`src/rtl/apb_cmd_master.sv`:
```
`default_nettype none
// ============================================================================
// Module   : apb_cmd_master
// Brief    : Valid/ready command to APB3 requester with a single transfer in
//            flight, a registered response channel and an ACCESS watchdog.
// Revision : 1.0 - initial release
// ============================================================================
module apb_cmd_master #(
    parameter int W_ADDR  = 16,
    parameter int W_DATA  = 32,
    parameter int TIMEOUT = 256
) (
    input  logic              clk,
    input  logic              rst,
    // command channel
    input  logic              cmd_valid,
    output logic              cmd_ready,
    input  logic              cmd_write,
    input  logic [W_ADDR-1:0] cmd_addr,
    input  logic [W_DATA-1:0] cmd_wdata,
    // response channel
    output logic              rsp_valid,
    input  logic              rsp_ready,
    output logic [W_DATA-1:0] rsp_rdata,
    output logic              rsp_err,
    output logic              rsp_timeout,
    // APB3 requester
    output logic              apbm_psel,
    output logic              apbm_penable,
    output logic              apbm_pwrite,
    output logic [W_ADDR-1:0] apbm_paddr,
    output logic [W_DATA-1:0] apbm_pwdata,
    input  logic [W_DATA-1:0] apbm_prdata,
    input  logic              apbm_pready,
    input  logic              apbm_pslverr
);

    // A one-bit counter is kept when the watchdog is disabled so the width is never zero.
    localparam int c_CW = (TIMEOUT > 0) ? $clog2(TIMEOUT + 1) : 1;
    localparam logic [c_CW-1:0] c_CNT_LAST = (TIMEOUT > 0) ? c_CW'(TIMEOUT - 1) : c_CW'(0);
    localparam logic [c_CW-1:0] c_CNT_MAX  = {c_CW{1'b1}};
    localparam logic            c_WDOG_ON  = (TIMEOUT > 0);

    localparam logic [1:0] c_IDLE   = 2'd0;
    localparam logic [1:0] c_SETUP  = 2'd1;
    localparam logic [1:0] c_ACCESS = 2'd2;
    localparam logic [1:0] c_RESP   = 2'd3;

    logic [1:0]        r_state;
    logic [c_CW-1:0]   r_cnt;
    logic              r_psel;
    logic              r_penable;
    logic              r_pwrite;
    logic [W_ADDR-1:0] r_paddr;
    logic [W_DATA-1:0] r_pwdata;
    logic              r_rsp_valid;
    logic [W_DATA-1:0] r_rsp_rdata;
    logic              r_rsp_err;
    logic              r_rsp_timeout;

    always_ff @(posedge clk) begin
        if (rst) begin
            r_state       <= c_IDLE;
            r_cnt         <= '0;
            r_psel        <= 1'b0;
            r_penable     <= 1'b0;
            r_pwrite      <= 1'b0;
            r_paddr       <= '0;
            r_pwdata      <= '0;
            r_rsp_valid   <= 1'b0;
            r_rsp_rdata   <= '0;
            r_rsp_err     <= 1'b0;
            r_rsp_timeout <= 1'b0;
        end else begin
            case (r_state)
                c_IDLE: begin
                    if (cmd_valid) begin
                        r_pwrite  <= cmd_write;
                        r_paddr   <= cmd_addr;
                        r_pwdata  <= cmd_wdata;
                        r_psel    <= 1'b1;
                        r_penable <= 1'b0;
                        r_state   <= c_SETUP;
                    end
                end
                c_SETUP: begin
                    r_penable <= 1'b1;
                    r_cnt     <= '0;
                    r_state   <= c_ACCESS;
                end
                c_ACCESS: begin
                    // pready on the watchdog edge still completes normally
                    if (apbm_pready) begin
                        r_psel        <= 1'b0;
                        r_penable     <= 1'b0;
                        r_rsp_rdata   <= r_pwrite ? '0 : apbm_prdata;
                        r_rsp_err     <= apbm_pslverr;
                        r_rsp_timeout <= 1'b0;
                        r_rsp_valid   <= 1'b1;
                        r_state       <= c_RESP;
                    end else if (c_WDOG_ON && (r_cnt == c_CNT_LAST)) begin
                        r_psel        <= 1'b0;
                        r_penable     <= 1'b0;
                        r_rsp_rdata   <= '0;
                        r_rsp_err     <= 1'b1;
                        r_rsp_timeout <= 1'b1;
                        r_rsp_valid   <= 1'b1;
                        r_state       <= c_RESP;
                    end else if (r_cnt != c_CNT_MAX) begin
                        r_cnt <= r_cnt + c_CW'(1);
                    end
                end
                c_RESP: begin
                    if (rsp_ready) begin
                        r_rsp_valid <= 1'b0;
                        r_state     <= c_IDLE;
                    end
                end
                default: r_state <= c_IDLE;
            endcase
        end
    end

    assign cmd_ready    = (r_state == c_IDLE) & ~rst;
    assign rsp_valid    = r_rsp_valid;
    assign rsp_rdata    = r_rsp_rdata;
    assign rsp_err      = r_rsp_err;
    assign rsp_timeout  = r_rsp_timeout;
    assign apbm_psel    = r_psel;
    assign apbm_penable = r_penable;
    assign apbm_pwrite  = r_pwrite;
    assign apbm_paddr   = r_paddr;
    assign apbm_pwdata  = r_pwdata;

endmodule
`default_nettype wire

```
`config.mk`:
```
export PLATFORM = sky130hd
export DESIGN_NAME = apb_cmd_master
export DESIGN_NICKNAME = d
export VERILOG_FILES = /design/src/rtl/apb_cmd_master.sv
export SDC_FILE = /design/constraint.sdc
export NUM_CORES = 1
export LEC_CHECK = 0
export ABC_AREA = 1
export BUFFER_PORTS_ARGS = -buffer_cell sky130_fd_sc_hd__buf_2
export CORE_ASPECT_RATIO = 0.8
export CORE_MARGIN = 4
export CORE_UTILIZATION = 35
export CTS_CLUSTER_DIAMETER = 200
export DETAILED_ROUTE_END_ITERATION = 6
export HOLD_SLACK_MARGIN = 0.05
export PLACE_DENSITY_LB_ADDON = 0.3
export SETUP_SLACK_MARGIN = 0.2
export SYNTH_ARGS = -nofsm -noshare
export SYNTH_HDL_FRONTEND = slang
export SYNTH_SLANG_ARGS = --single-unit
```
`constraint.sdc`:
```
create_clock -name clk -period 2.3 [get_ports clk]
set_clock_uncertainty 0.2 [all_clocks]
set_input_delay 0.115 -clock clk [delete_from_list [all_inputs] [get_ports clk]]
set_output_delay 0.115 -clock clk [all_outputs]
set_load 0.1 [all_outputs]
```
==> Word-level counts from Yosys, hierarchy flattened <==
Index checks and enable logic that the tools add are counted.
{ "classes": {"reduce_logical": 13, "eq_ne": 11, "bitwise": 2, "n_addsub": 1, "mux": 24} }
{ "op_table": {"columns": ["cell", "count"], "rows": [
  ["$mux W32", 3],
  ["$mux W9", 3],
  ["$pmux W9 S2", 1],
  ["$reduce_and A3 Y1", 4],
  ["$ne A2 B2 Y1 const B", 5],
  ["$add A9 B1 Y9 const B", 1],
  ["$eq A9 B8 Y1 const B", 1],
  ["$mux W1", 9],
  ["$ne A9 B9 Y1 const B", 1],
  ["$mux W2", 4],
  ["$pmux W2 S4", 1],
  ["$reduce_bool A2 Y1", 4],
  ["$eq A2 B2 Y1 const B", 2],
  ["$pmux W1 S2", 2],
  ["$reduce_and A2 Y1", 2],
  ["$reduce_and A4 Y1", 1],
  ["$ne A3 B3 Y1 const B", 1],
  ["$pmux W1 S3", 1],
  ["$reduce_bool A3 Y1", 1],
  ["$eq A2 B1 Y1 const B", 1],
  ["$logic_not A2 Y1", 1],
  ["$and A1 B1 Y1", 1],
  ["$not A1 Y1", 1]
]} }
{ "totals": {"out_inout_bits": 87, "wordCells": 62, "ff_bits": 97} }

==> Longest topological paths before layout <==
Gate-level depths: netlist of run 1.
{ "logic_depth": {"ltp_word": 5, "depth_mapped": 13, "mapped_depth_nobuf": 13} }

==> Least setup slack after synthesis of run 1 <==
No wires, ideal clock.
{ "synth_path": {"path_type": "register to output", "from": "register r_state[0]", "to": "output cmd_ready", "required_ns": 1.985, "arrival_ns": 1.919, "path_stages_with_launch": 5, "setup_slack_ns": 0.066, "cell_sequence": "dfxtp_1 -> inv_1 -> ha_1 -> inv_1 -> nor2_1"} }
{ "synth_via": {"elab_chain_cells": 2} }
{ "synth_rtl": {"columns": ["element", "line", "text"], "rows": [
  ["from (decl)", "49", "logic [1:0] r_state;"],
  ["from (signal assigned)", "63", "r_state <= c_IDLE;"],
  ["from (signal assigned)", "83", "r_state <= c_SETUP;"],
  ["from (signal assigned)", "89", "r_state <= c_ACCESS;"],
  ["$logic_not A2 Y1", "124", "assign cmd_ready = (r_state == c_IDLE) & ~rst;"],
  ["$and A1 B1 Y1", "124", null],
  ["to (decl)", "17", "output logic cmd_ready,"]
]} }
No other way between the ends.

==> Worst setup path in the final report of run 1 <==
{ "layout_path": {"from": "register r_cnt[0]", "to": "register r_rsp_rdata[6] (netlist: rsp_rdata[6])"} }
{ "layout_via": {"elab_chain_cells": 3} }
{ "layout_rtl": {"columns": ["element", "line", "text"], "rows": [
  ["from (decl)", "50", "logic [c_CW-1:0] r_cnt;"],
  ["from (signal assigned)", "110", "r_cnt <= r_cnt + c_CW'(1);"],
  ["$eq A9 B8 Y1", "101", "end else if (c_WDOG_ON && (r_cnt == c_CNT_LAST)) begin"],
  ["$reduce_bool A2 Y1 (no source line)", null, null],
  ["$reduce_and A2 Y1 (no source line)", null, null],
  ["to (signal assigned)", "96", "r_rsp_rdata <= r_pwrite ? '0 : apbm_prdata;"],
  ["to (decl)", "57", "logic [W_DATA-1:0] r_rsp_rdata;"]
]} }
No other way between the ends.
A chain may end at the register's enable or synchronous reset.

==> results of run 1 <==
metrics by stage:
step                setup WS (ns)  area, sq um
global route                0.210         6260
CTS                         0.189         6170
detailed placement         0.0946         4980
finish                      0.317         6260
global placement            0.199         4980
floorplan                   0.391         3980
repair_timing:
item / 4_1_cts / 5_1_grt
gates resized for setup: 3 / 14
setup endpoints to repair: 40 / 60
buffers inserted: 0 / 1
hold endpoints to repair: 84 / 0
hold buffers: 84 / 0
pin swaps: 0 / 2
cloned: 0 / 1
power by group:
part	internal, W	switching, W	total, W
registers	0.00210	0.000223	0.00232
logic	0.000893	0.00395	0.00484
clock network	0.00109	0.000601	0.00169
total	0.00408	0.00477	0.00885
final cells by class:
class	count	area, sq um	share of cell area [%]
Sequential cell	97	1950	31.1
Timing Repair Buffer	273	1890	30.2
Multi-Input combinational cell	331	1800	28.7
Clock buffer	10	239	3.82
Tap cell	144	180	2.88
Clock inverter	5	104	1.66
Inverter	26	103	1.64
layer usage:
layer	vias to the layer above	GRT usage, %	wire length (microns)
li1	2108	-	-
met5	-	0	0
met4	0	7.50	357
met3	28	4.67	726
met2	140	31.6	6030
met1	1920	21.5	5040
cells in the mapped netlist:
cell / instances
nor2_1: 148
dfxtp_1: 97
o21ai_0: 51
nand3_1: 41
a211oi_2: 29
nand2_1: 27
inv_1: 21
clkbuf_1: 15
buf_2: 10
a21oi_1: 9
ha_1: 9
buf_6: 5
inv_2: 4
o21ai_1: 4
a211oi_1: 3
buf_1: 2
buf_4: 2
nor3_1: 2
o211ai_1: 2
clkinv_1: 1
nand2_2: 1
nand3b_1: 1
nor2_2: 1
o21a_1: 1
o21ai_2: 1
o21bai_1: 1
worst max-delay path, cell delays in order, from the launching register on:
cell and delay, ns:
dfxtp_4 0.36, ha_4 0.16, nand2_2 0.10, nor3_4 0.06, ha_2 0.20, o21ai_2 0.22, clkinv_4 0.16, buf_12 0.19
nor2_1 0.14, a211oi_2 0.04
path summary, 6_finish.rpt:
kind              slack (ns)  cells past startpoint                  start                        end
setup reg to reg        0.32                      9  r_cnt[0]$_SDFFE_PP0P_  rsp_rdata[6]$_SDFFE_PP0P_
hold reg to reg         0.27                      2   rsp_err$_SDFFE_PP0P_       rsp_err$_SDFFE_PP0P_
hold / removal          0.07                      3                    rst      r_cnt[1]$_SDFFE_PP0P_
setup / recovery        0.32                      9  r_cnt[0]$_SDFFE_PP0P_  rsp_rdata[6]$_SDFFE_PP0P_
registers in the layout, summed over array words and instances (netlist names):
signal,cells
r_cnt,9
apbm_pwdata,32
apbm_psel,1
rsp_err,1
apbm_penable,1
r_state,2
rsp_rdata,32
rsp_timeout,1
apbm_pwrite,1
rsp_valid,1
apbm_paddr,16
logic make-up (layout without fill, tap and decap cells):
logic type / count (synthesis) / in the layout / synth area share, %
AND/OR/NAND/NOR: 221 / 221 / 22.4
AO/OA/AOI/OAI: 101 / 101 / 18.7
flip-flops: 97 / 97 / 48.9
buffers and inverters: 60 / 314 / 7.12
adder cells (fa/ha/maj): 9 / 9 / 2.83
==> metrics.cfg, run 1 <==
[outcome]
status = finished, final reports clean

[floorplan]
dieArea_sq_mm = 0.0131
start_util_pct = 36.2
io_pins = 174
design.core.area_sq_mm = 0.0110
die_h_microns = 103
rows = 34
die_w_microns = 127

[logic_synthesis]
netlist_area_sq_mm = 0.00397
avgSynthCellArea_sq_um = 8.14
synth_top_cells_by_area = dfxtp_1 49%, nor2_1 14%, a211oi_2 9.1%, o21ai_0 6.4%, nand3_1 5.2%
yosys_warnings = 0
synth_cell_type_count = 26
synth_top_area_cell = dfxtp_1
synth_top_area_share_pct = 48.9
synthCells = 488
ys_seq_elements = 97
syn_nets = 584
yosysSeqAreaShare_pct = 48.9

[clock_network]
clkSlewWorstSetupHoldPaths_ns = 0.07
cts_root_buffer = clkbuf_16
cts.htree.levels = 3
numCtsBuffers = 9
cts_buffer_depth = 2
numClockSinks = 97
clk_latency_ns = 0.33
cts_tree = built

[global_route]
grt_pass1_vias = 4126
grtUsageTotal_pct = 18.1
grt_max_degree = 53
antenna_found_initial = 0
grt_pass1_wl_microns = 19400
gr-total-overflow = 0

[timing]
maxSlewHeadroom_pct = 52.4
hold_ws_ns = 0.0737
setup_viol_count_final = 0
slew_viol_final = 0
grt_setup_unrepaired = no
tns_ns = 0
timing.final.crit_share_pct = 86.2
tightest_slew_ns = 0.714
fin_crit_ns = 1.98
timing.fmax_mhz = 504
finalHoldViolations = 0

[route]
post_drt_via_cell_ratio = 4.74
num_vias = 4196
drtPass1Iterations = 4
ant_nets = 0
wl_per_cell_microns = 13.7
drc = 0
wl_microns = 12200
drtIter0Drc = 228

[run]
max_cap_violations = 0

[finish]
drive_gt1_share_pct = 33.7
final_common_cell = buf_2
syn_to_final_growth_pct = 57.4
fill_cells = 963
diodes = 0
postLayoutCoreUtil_pct = 57.0
instances_no_fill = 886
nets = 834
final_cell_mix = 172 x buf_2, 146 x nor2_1, 95 x dfxtp_1, 84 x dlygate4sd3_1, 51 x o21ai_0

[setup_path]
cp.arrival_ns = 1.99
end_kind = register
cp.required_ns = 2.30
path_max_fanout = 22
start_kind = register
critical_path_class = reg -> reg

[place]
gp_congestion = 0.802
dp_cells = 785
io_buffers = 173
post-dp-hpwl_microns = 8080

[power]
power_density_mw_per_mm2 = 1410
finalPower_w = 0.00885
vdd_drop_max_v = 0.000759
p_leak_nw = 2.88

[worst_hold_path]
hold_path.class = in -> reg

(Power assumes the default switching activity.)
==> inputs of run 2 (changes only) <==
--- a/config.mk
+++ b/config.mk
@@ -7,9 +7,11 @@
 export LEC_CHECK = 0
 export ABC_AREA = 1
 export BUFFER_PORTS_ARGS = -buffer_cell sky130_fd_sc_hd__buf_2
+export CELL_PAD_IN_SITES_DETAIL_PLACEMENT = 2
+export CELL_PAD_IN_SITES_GLOBAL_PLACEMENT = 2
 export CORE_ASPECT_RATIO = 0.8
 export CORE_MARGIN = 4
-export CORE_UTILIZATION = 35
+export CORE_UTILIZATION = 26
 export CTS_CLUSTER_DIAMETER = 200
 export DETAILED_ROUTE_END_ITERATION = 6
 export HOLD_SLACK_MARGIN = 0.05
==> run 2 against run 1 <==
Against the previous run: via count rose by 4.3%; first-iteration DRC count decreased by 53%; worst hold slack worse by 0.0067 ns; critical path type unchanged; sequential share of layout area down 0.15 points; highest routed layer unchanged.
==> metrics.cfg, run 2 (synthesis results as in run 1) <==
[route]
drtPass1Iterations = 4  ; unchanged
drtIter0Drc = 108  ; -53%
routed-wl-met3_microns = 615  ; -15%
wl_met2_microns = 8740  ; +45%
post_drt_via_cell_ratio = 4.69  ; -1.0%
wl_met1_microns = 7000  ; +39%
wl_microns = 16800  ; +38%
top_layer = met4
drc = 0  ; unchanged
num_vias = 4377  ; +4.3%
ant_nets = 0  ; unchanged
wl_per_cell_microns = 18.0  ; +31%

[timing]
grt_setup_unrepaired = yes
tns_ns = 0  ; unchanged
fin_crit_ns = 2.03  ; +0.0506 ns
worst_slack_ns = 0.266  ; -0.0506 ns
timing.fmax_mhz = 492  ; -2.5%
finalHoldViolations = 0  ; unchanged
maxSlewHeadroom_pct = 60.4  ; +8.1 points
slew_viol_final = 0  ; unchanged
tightest_slew_ns = 0.593  ; -0.121 ns
timing.final.crit_share_pct = 88.4  ; +2.2 points
setup_viol_count_final = 0  ; unchanged

[clock_network]
numClockSinks = 97  ; unchanged
cts_root_buffer = clkbuf_16
cts_tree = built
cts.htree.levels = 3  ; unchanged
cts_buffer_depth = 2  ; unchanged
clk_latency_ns = 0.35  ; +0.02 ns
numCtsBuffers = 9  ; unchanged
clkSlewWorstSetupHoldPaths_ns = 0.07  ; about the same

[setup_path]
cp.required_ns = 2.30  ; about the same
cpMostUsedCell = ha_2
slowest_stage = dfxtp_2
worstPathCellList = ha_2 > nand2_2 > nor3_4 > ha_2 > o21ai_2 > inv_4 > bufbuf_16 > a211oi_2
rr_endpoint = rsp_rdata[22]$_SDFFE_PP0P_
setup.worst_path.start = r_cnt[0]$_SDFFE_PP0P_
rr_startpoint = r_cnt[0]$_SDFFE_PP0P_
reg2reg_depth = 8  ; -1
start_kind = register
critPathMaxStageDelay_ns = 0.35  ; about the same
rrSetupSlack_ns = 0.27  ; -0.05 ns
critical_path_class = reg -> reg
path_max_fanout = 12  ; -45%
endpoint = rsp_rdata[22]$_SDFFE_PP0P_
end_kind = register
cp.arrival_ns = 2.04  ; +0.05 ns

[power]
vdd_drop_max_v = 0.000418  ; -45%
p_leak_nw = 2.85  ; -0.76%
power_density_mw_per_mm2 = 1390  ; -1.4%

[floorplan]
dieArea_sq_mm = 0.0173  ; +32%
die_h_microns = 119  ; +15%
design.core.area_sq_mm = 0.0150  ; +37%
io_pins = 174  ; unchanged
start_util_pct = 26.5  ; -9.7 points
rows = 40  ; +18%
die_w_microns = 146  ; +15%

[worst_hold_path]
hold_path.class = in -> reg

[place]
io_buffers = 173  ; unchanged
dp_cells = 827  ; +5.4%
post-dp-hpwl_microns = 10200  ; +26%
gp_congestion = 0.720  ; -10%
pre_cts_ws_ns = 0.0622  ; -0.0324 ns

[finish]
nets = 835  ; +0.12%
fill_cells = 1649  ; +71%
drive_gt1_share_pct = 33.9  ; +0.18 points
syn_to_final_growth_pct = 58.2
final_common_cell = buf_2
final_cell_mix = 172 x buf_2, 146 x nor2_1, 93 x dfxtp_1, 86 x dlygate4sd3_1, 51 x o21ai_0
instances_no_fill = 934  ; +5.4%

[global_route]
antenna_found_initial = 1  ; +1
gr-total-overflow = 0  ; unchanged
grt_max_degree = 49  ; -7.5%
grt_pass1_wl_microns = 26800  ; +38%
grt_pass1_vias = 4930  ; +19%
grtUsageTotal_pct = 19.2  ; +1.0 points

[run]
max_cap_violations = 0  ; unchanged

[outcome]
status = finished, final reports clean

[run 2: per-layer routing]
| layer | global-route usage (%) | vias to the layer above |
|---|---|---|
| met3 | 4.29 | 29 |
| li1 | - | 2101 |
| met1 | 21.6 | 2146 |
| met4 | 7.05 | 0 |
| met2 | 35.2 | 101 |
| met5 | 0 | - |
[run 2: worst min-delay path by stage]
stage,startpoint,endpoint,slack [ns],cells after the start
global route,rst,r_state[0]$_SDFFE_PP0P_,0.11,4
global placement,cmd_wdata[5],apbm_pwdata[5]$_SDFFE_PP0P_,0.16,3
CTS,rst,r_state[0]$_SDFFE_PP0P_,0.08,4
finish,rst,r_state[0]$_SDFFE_PP0P_,0.07,4
floorplan,cmd_wdata[4],apbm_pwdata[4]$_SDFFE_PP0P_,0.06,2
detailed placement,cmd_wdata[5],apbm_pwdata[5]$_SDFFE_PP0P_,0.17,3
[run 2: power breakdown]
group          internal [W]  total, W  switching (W)
combinational      0.000904   0.00499        0.00408
sequential          0.00210   0.00234       0.000241
clock              0.000770   0.00145       0.000676
total               0.00377   0.00877        0.00500
[run 2: area by class of cell]
cell class | instances | area, sq um | share of cell area, %
Tap cell | 189 | 236 | 3.76
Clock buffer | 11 | 243 | 3.86
Inverter | 26 | 100 | 1.59
Antenna cell | 1 | 2.50 | 0.0398
Multi-Input combinational cell | 331 | 1790 | 28.4
Clock inverter | 5 | 41.3 | 0.657
Sequential cell | 97 | 1950 | 31.0
Timing Repair Buffer | 274 | 1930 | 30.7
[run 2: per-stage QoR]
| step | hold slack, ns | utilization [%] | total power (W) | cell area [sq um] |
|---|---|---|---|---|
| after floorplan | 0.0638 | - | 0.00625 | 3980 |
| after global placement | 0.157 | 33.3 | 0.00699 | 5000 |
| after detailed placement | 0.172 | 33.3 | 0.00711 | 5000 |
| after CTS | 0.0823 | 41.6 | 0.00879 | 6250 |
| after global routing | 0.112 | 41.9 | 0.00921 | 6290 |
| final | 0.0670 | 41.9 | 0.00877 | 6290 |
[run 2: what timing repair did]
item / in CTS / in global routing
setup endpoints to repair: 43 / 72
pin swaps: 2 / 3
gates resized for setup: 8 / 10
hold buffers: 86 / 0
cloned: 2 / 0
buffers inserted: 1 / 1
endpoints found under the hold margin: 85 / 0
[run 2: critical path: cells and delay by family, from the launching register on]
family	cells	cell delay [ns]
AO/OA/AOI/OAI	2	0.17
flip-flops	1	0.35
AND/OR/NAND/NOR	2	0.28
adder cells (fa/ha/maj)	2	0.44
buffers and inverters	2	0.44
